### src/rtl/mssd_header_ctrl.sv
// mssd_header_ctrl
// Serial front-end and control FSM for the MSSD serial demultiplexer.
// A frame is, MSB first: start bit (0), PORT_W destination-port bits,
// SIZE_W payload-length bits, then NumData payload bits. The header is
// shifted in one bit per clkEn. The block then loads the external
// data-transfer down-counter and routes each payload bit to the selected
// channel until that counter reports zero.
//
// Ports:
//   clk       in   system clock, rising edge
//   rst       in   asynchronous active-high reset
//   clkEn     in   serial bit-rate enable (one serial bit per enabled clk)
//   sin       in   serial input line, idles high
//   coD       in   count-zero flag from the data-transfer counter
//   ldcntD    out  counter load strobe (LOAD state)
//   cntD      out  counter count-down enable (DATA state, counter not at zero)
//   NumData   out  captured payload length, counter load value
//   port_sel  out  captured destination port
//   dout      out  routed serial data, one bit per channel
//   valid     out  per-channel bit-valid strobe
//   busy      out  high whenever the FSM is not in IDLE
//   done      out  one-clk pulse at end of frame
module mssd_header_ctrl #(
  parameter int PORT_W = 2,
  parameter int SIZE_W = 4
) (
  input  logic              clk,
  input  logic              rst,
  input  logic              clkEn,
  input  logic              sin,
  input  logic              coD,
  output logic              ldcntD,
  output logic              cntD,
  output logic [SIZE_W-1:0] NumData,
  output logic [PORT_W-1:0] port_sel,
  output logic [3:0]        dout,
  output logic [3:0]        valid,
  output logic              busy,
  output logic              done
);

  localparam int NUM_CH = 4;
  // Last bit index of each header field, in bit-counter width.
  localparam logic [2:0] PORT_LAST = 3'(PORT_W - 1);
  localparam logic [2:0] SIZE_LAST = 3'(SIZE_W - 1);

  typedef enum logic [2:0] {
    IDLE = 3'd0,
    PORT = 3'd1,
    SIZE = 3'd2,
    LOAD = 3'd3,
    DATA = 3'd4,
    DONE = 3'd5
  } state_t;

  state_t     state;
  state_t     next_state;
  logic [2:0] bit_cnt;

  // State register.
  always_ff @(posedge clk or posedge rst) begin
    if (rst) begin
      state <= IDLE;
    end else begin
      state <= next_state;
    end
  end

  // Header shift registers and bit counter; they only move on enabled
  // serial bits, so a clkEn stall holds the whole header context.
  always_ff @(posedge clk or posedge rst) begin
    if (rst) begin
      port_sel <= {PORT_W{1'b0}};
      NumData  <= {SIZE_W{1'b0}};
      bit_cnt  <= 3'd0;
    end else if (clkEn) begin
      case (state)
        IDLE: begin
          if (!sin) begin
            bit_cnt <= 3'd0;
          end
        end
        PORT: begin
          port_sel <= {port_sel[PORT_W-2:0], sin};
          // Clearing on the last port bit gives SIZE a fresh count.
          if (bit_cnt == PORT_LAST) begin
            bit_cnt <= 3'd0;
          end else begin
            bit_cnt <= bit_cnt + 3'd1;
          end
        end
        SIZE: begin
          NumData <= {NumData[SIZE_W-2:0], sin};
          bit_cnt <= bit_cnt + 3'd1;
        end
        default: begin
          bit_cnt <= bit_cnt;
        end
      endcase
    end
  end

  // Next-state decode and state-decoded / routed outputs.
  always_comb begin
    next_state = state;
    ldcntD     = 1'b0;
    cntD       = 1'b0;
    busy       = 1'b1;
    done       = 1'b0;
    dout       = 4'b0000;
    valid      = 4'b0000;

    case (state)
      IDLE: begin
        busy = 1'b0;
        if (clkEn && !sin) begin
          next_state = PORT;
        end else begin
          next_state = IDLE;
        end
      end
      PORT: begin
        if (clkEn && (bit_cnt == PORT_LAST)) begin
          next_state = SIZE;
        end else begin
          next_state = PORT;
        end
      end
      SIZE: begin
        if (clkEn && (bit_cnt == SIZE_LAST)) begin
          next_state = LOAD;
        end else begin
          next_state = SIZE;
        end
      end
      LOAD: begin
        // Counter loads on this edge; coD is meaningful from DATA onward.
        ldcntD     = 1'b1;
        next_state = DATA;
      end
      DATA: begin
        cntD = ~coD;
        for (int i = 0; i < NUM_CH; i++) begin
          if (port_sel == PORT_W'(i)) begin
            dout[i]  = sin & ~coD;
            valid[i] = clkEn & ~coD;
          end else begin
            dout[i]  = 1'b0;
            valid[i] = 1'b0;
          end
        end
        if (coD) begin
          next_state = DONE;
        end else begin
          next_state = DATA;
        end
      end
      DONE: begin
        done       = 1'b1;
        next_state = IDLE;
      end
      default: begin
        busy       = 1'b0;
        next_state = IDLE;
      end
    endcase
  end

endmodule

### config.mk
export PLATFORM = sky130hd
export DESIGN_NAME = mssd_header_ctrl
export DESIGN_NICKNAME = d
export VERILOG_FILES = /design/src/rtl/mssd_header_ctrl.sv
export SDC_FILE = /design/constraint.sdc
export NUM_CORES = 1
export LEC_CHECK = 0
export BUFFER_PORTS_ARGS = -buffer_cell sky130_fd_sc_hd__buf_4
export CAP_MARGIN = 15
export CORE_UTILIZATION = 23
export DETAILED_ROUTE_END_ITERATION = 8
export GPL_TIMING_DRIVEN = 0
export PLACE_DENSITY = 0.54
export SYNTH_ARGS = -nofsm -noshare
export SYNTH_HDL_FRONTEND = slang
export SYNTH_SLANG_ARGS = --single-unit
export TNS_END_PERCENT = 30
### constraint.sdc
create_clock -name clk -period 1.9 [get_ports clk]
set_input_delay 0.38 -clock clk [delete_from_list [all_inputs] [get_ports clk]]
set_output_delay 0.38 -clock clk [all_outputs]
set_load 0.01 [all_outputs]
== Word-level counts from Yosys, hierarchy flattened ==
Cells that the tools add are included.

* Register bits: 12
* Latch bits: 0
* Bits in writable memories: 0
* ROM bits: 0
* Input bits: 5
* Output and inout bits: 18
* Logic and storage cells: 52
* Memories: 0

* $add $sub $neg: 1
* Multiply operators: 0
* Divide/modulo/power cells: 0
* Order comparisons: 0
* Equality and inequality tests: 11
* Shift-type cells: 0
* Mux-type cells: 22
* Bitwise logic cells: 3
* Reductions and logical operators: 11

{| class="wikitable"
|+ Operators by type and width
! cell !! count
|-
| $mux W1 || 15
|-
| $pmux W3 S5 || 1
|-
| $eq A3 B2 Y1 const B || 3
|-
| $pmux W3 S3 || 1
|-
| $mux W4 || 2
|-
| $eq A3 B1 Y1 const B || 2
|-
| $eq A3 B3 Y1 const B || 2
|-
| $mux W3 || 2
|-
| $reduce_or A5 Y1 || 1
|-
| $eq A2 B2 Y1 const B || 2
|-
| $reduce_and A2 Y1 || 2
|-
| $add A3 B1 Y3 const B || 1
|-
| $logic_and A1 B1 Y1 || 3
|-
| $logic_not A3 Y1 || 1
|-
| $reduce_and A3 Y1 || 1
|-
| $reduce_bool A3 Y1 || 1
|-
| $and A1 B1 Y1 || 2
|-
| $eq A2 B1 Y1 const B || 1
|-
| $logic_not A2 Y1 || 1
|-
| $mux W2 || 1
|-
| $ne A2 B2 Y1 const B || 1
|-
| $logic_not A1 Y1 || 1
|-
| $not A1 Y1 || 1
|}

== Longest topological paths before layout ==
* Depth in word-level cells: 4
* Gate-level depth with buffers: 5
* Mapped depth without buffers: 5

== Worst setup path before layout ==
No wires, ideal clock.

* Path kind: register -> output
* From: reg state[1]
* To: out valid[3]
* Arrival time: 1.496 ns
* Required time: 1.520 ns
* Setup slack: 0.024 ns
* Cell stages (with the launch flop): 5
* Buffers on the path: 1
* Cells stage by stage: dfrtp_1 clkbuf_2 nor4b_1 nand2_1 nor2_1

* Word-level cells in the longest chain between the ends: 2

{| class="wikitable"
|+ Ends and longest elaborated chain
! element !! RTL line !! source
|-
| start: declaration || 56 || <nowiki>state_t state;</nowiki>
|-
| start signal: assignment || 65 || <nowiki>state <= next_state;</nowiki>
|-
| $eq A3 B3 Y1 || 113 || <nowiki>case (state)</nowiki>
|-
| $mux W4 || 113 ||
|-
| end: declaration || 37 || <nowiki>output logic [3:0] valid,</nowiki>
|}

No other way between the ends.

== Final worst setup path ==
* From: reg state[0]
* To: out dout[0]

* Word-level cells in the longest chain between the ends: 2

{| class="wikitable"
|+ Ends and longest elaborated chain
! element !! RTL line !! source
|-
| $eq A3 B3 Y1 || 113 ||
|-
| $mux W4 || 113 ||
|-
| end: declaration || 36 || <nowiki>output logic [3:0] dout,</nowiki>
|}

No other way between the ends.

==> run summary <==
Status
• completed — result of the run

Synthesis
• 41.4% — part of the Yosys area used for sequential elements
• 30 — count of cell types in the netlist
• simple AND/OR/NAND/NOR gates — largest family of logic cells by synthesized area
• 0 — warning count from the yosys run
• 12 — flip-flop and latch count after synthesis
• 71 — number of standard cells after synthesis
• 10.2 um2 — post-synthesis average cell area
• 79 — net count of the mapped netlist
• 0% — area share of xor/xnor cells in the synthesized design
• 726 um2 — Post-Syn Area
• 9.31% — multiplexer fraction of the synthesized cell area
• 5.17% — post-synthesis adder-cell area fraction
• 12.9% — post-synthesis compound-gate area fraction
• 28.4% — basic-gate share of the synthesized area counting and, or, nand and nor cells

Clock network
• 0.27 ns — latest clock arrival within the worst-skew pair
• built — clock tree from TritonCTS
• 1 — H-tree Lvls
• 0.08 ns — post-CTS clock slew at the launch and capture registers of the worst setup and hold paths
• clkbuf_4 — clock tree root driver cell
• 2 — Clock Path Buffers
• 3 — clock buffers created by TritonCTS
• 12 — count of clock tree sinks

Global routing
• 0 — GRT overflow
• 13 — pin count of the biggest net entering global routing
• 11.3% — global-route total usage across every layer
• 2.88 mm — first-pass GRT wire length
• 0 — initial antenna violation count
• 590 — vias in the first global route

Timing
• 0.127 ns — worst hold slack after final layout
• 0.00376 ns — final setup skew
• 0 — total setup violations reported at the end of the flow
• 0.101 ns — worst setup margin
• 67.3% — Slew Limit Headroom
• 94.7% — Final period util
• 0 — Max Transition Viols Final
• 1.80 ns — final worst path period need
• 0.556 GHz — achievable clock frequency
• 0.490 ns — transition time of the tightest slew-check pin
• 0 — endpoints failing hold
• yes — RSZ-0062 raised after global routing

Power
• 0.430 mV — maximum VDD drop
• 0.505 nW — LEAKAGE
• 1390 nW/um2 — power density over cell area
• 1.47 mW — Pwr Total

Floorplanning
• 58.2 um — DIE HEIGHT
• 3380 um2 — total die area
• 58.2 um — chip width
• 23 — number of ports placed on the die boundary
• 20 — cell row count
• 24.0% — effective utilization at floorplan
• 3030 um2 — Placeable Area

Setup path
• state[0] — FF-to-FF Start
• simple AND/OR/NAND/NOR gates — Largest delay share family, worst path
• nor3b_4 -> nand3b_1 -> nor3_2 -> buf_4 — CP cell instances
• 1.42 ns — arrival time at the worst endpoint
• dfrtp_2 — highest-delay cell along the critical path
• 4 — count of cells along the worst register-to-register path
• reg2out — crit path kind
• register — startpoint class of the critical path
• 4 — highest net fanout along the worst path
• 0.35 ns — FF-to-FF setup slack
• 1.52 ns — critical path data required time
• primary output — Setup crit end kind
• NumData[2] — capture instance of the worst register-to-register path
• 1 — Crit path buffers/inverters
• 0.46 ns — critical path's largest stage delay

Placement
• 22 — count of input and output buffers
• 1.27 mm — HPWL after detailed placement
• 0.868 — final estimated routing congestion in global placement
• 946 um2 — Placed Instance Area
• -0.0105 ns — placement-stage worst setup slack

Route
• 0 — number of nets still failing antenna checks after routing
• 4.36 — post-detailed-route via-to-cell ratio
• 1.74 mm — WL final
• 4 — first-pass detailed-route iteration total
• 636 — number of vias after detailed routing
• 0 — DRC violation count after routing
• 11.9 um — post-DR wirelength/cell
• 34 — Detailed Route Iter0 Violations

Finish
• 319 — number of filler instances in the final layout
• 50.0% — share of layout cells above drive strength 1
• 45.9% — Area growth syn-to-layout
• 0 — diodes inserted
• 35.0% — post-layout util
• buf_4, nor2_1, dfrtp_1 — commonest cells after routing, fill and taps aside
• buf_4 — leading cell type in the layout, fill and taps excluded
• 111 — number of nets at the end of the flow
• 1060 um2 — summed area of non-filler cells in the final layout

Flow run
• 0 — max-cap violation count

Min path
• in2async — class of the most critical hold timing path

-- state kept, by name (all words and copies together) (netlist names) --
signal / cells
bit_cnt: 3
port_sel: 2
state: 3
NumData: 4
-- how the worst max path moves through the flow --
stage / slack [ns] / from / cells after the start / endpoint
6_report: 0.10 / state[0] / 4 / dout[0]
3_5_place_dp: -0.01 / state[1] / 5 / valid[1]
5_1_grt: -0.02 / state[0] / 4 / dout[0]
3_3_place_gp: 0.02 / state[1] / 5 / valid[0]
2_1_floorplan: 0.02 / state[1] / 4 / valid[3]
4_1_cts: 0.02 / state[0] / 4 / dout[0]
-- synthesized netlist by cell type (all sizes together) --
library cell / instances / area share [%]
or3: 1 / 0.86
mux2: 6 / 9.3
o31ai: 4 / 4.8
nor3: 4 / 3.4
nor4b: 1 / 1.2
nor3b: 1 / 1.7
and2b: 1 / 1.0
nand2: 2 / 1.0
inv: 3 / 1.6
nand2b: 4 / 4.5
o41ai: 2 / 2.4
or4: 1 / 1.6
a21oi: 3 / 2.1
dfrtp: 12 / 41
and2: 2 / 2.1
and3b: 1 / 1.2
or2b: 1 / 1.0
a21o: 1 / 1.0
nor2b: 3 / 2.6
a22o: 1 / 1.2
a221o: 1 / 1.4
nor2: 10 / 5.2
nand3b: 1 / 1.0
ha: 3 / 5.2
clkbuf: 2 / 1.2
-- power breakdown --
| group | switching, mW | leakage (nW) | internal [mW] |
|---|---|---|---|
| combinational | 0.353 | 0.331 | 0.417 |
| clock | 0.0893 | 0.0210 | 0.116 |
| sequential | 0.137 | 0.153 | 0.357 |
-- kinds of logic (layout without fill, tap and decap cells) --
family          Yosys count  count (layout)
simple gates             33              33
mux                       6               6
fa+ha+maj                 3               3
buf+inv                   5              36
compound gates           12              12
flops                    12              12
-- worst reg2reg max path, stage by stage, from the launching register on --
cell and delay [ns]:
dfrtp_2 0.46, buf_4 0.17, nor2b_1 0.17, and2b_1 0.28, mux2_2 0.36
-- layer usage --
metal  vias up  track usage (%)  wire length, um
li1        316                -                -
met1       299             15.2              859
met2        19             16.6              773
met3         2             1.79               79
met4         0             7.48               27
met5         -                0                0
-- per-stage QoR --
step                cells  TNS [ns]
global route          146   -0.0152
global placement      137         0
floorplan              71         0
CTS                   141         0
detailed placement    137   -0.0138
finish                146         0
-- final cells by class --
type | count | area, um2 | share of cell area [%]
multi-input cells | 54 | 434 | 41.0
flip-flops and latches | 12 | 304 | 28.7
repair buffers | 28 | 210 | 19.9
well taps | 44 | 55.1 | 5.20
clock buffers | 4 | 36.3 | 3.43
inverters | 3 | 11.3 | 1.06
plain buffers | 1 | 7.51 | 0.709
-- repair_timing --
item / 4_1_cts / 5_1_grt
gates resized for setup: 8 / 2
pin swaps: 2 / 2
setup endpoints to repair: 9 / 8
setup buffers: 1 / 5
hold buffers: 0 / 0
(Power assumes the default switching activity.)
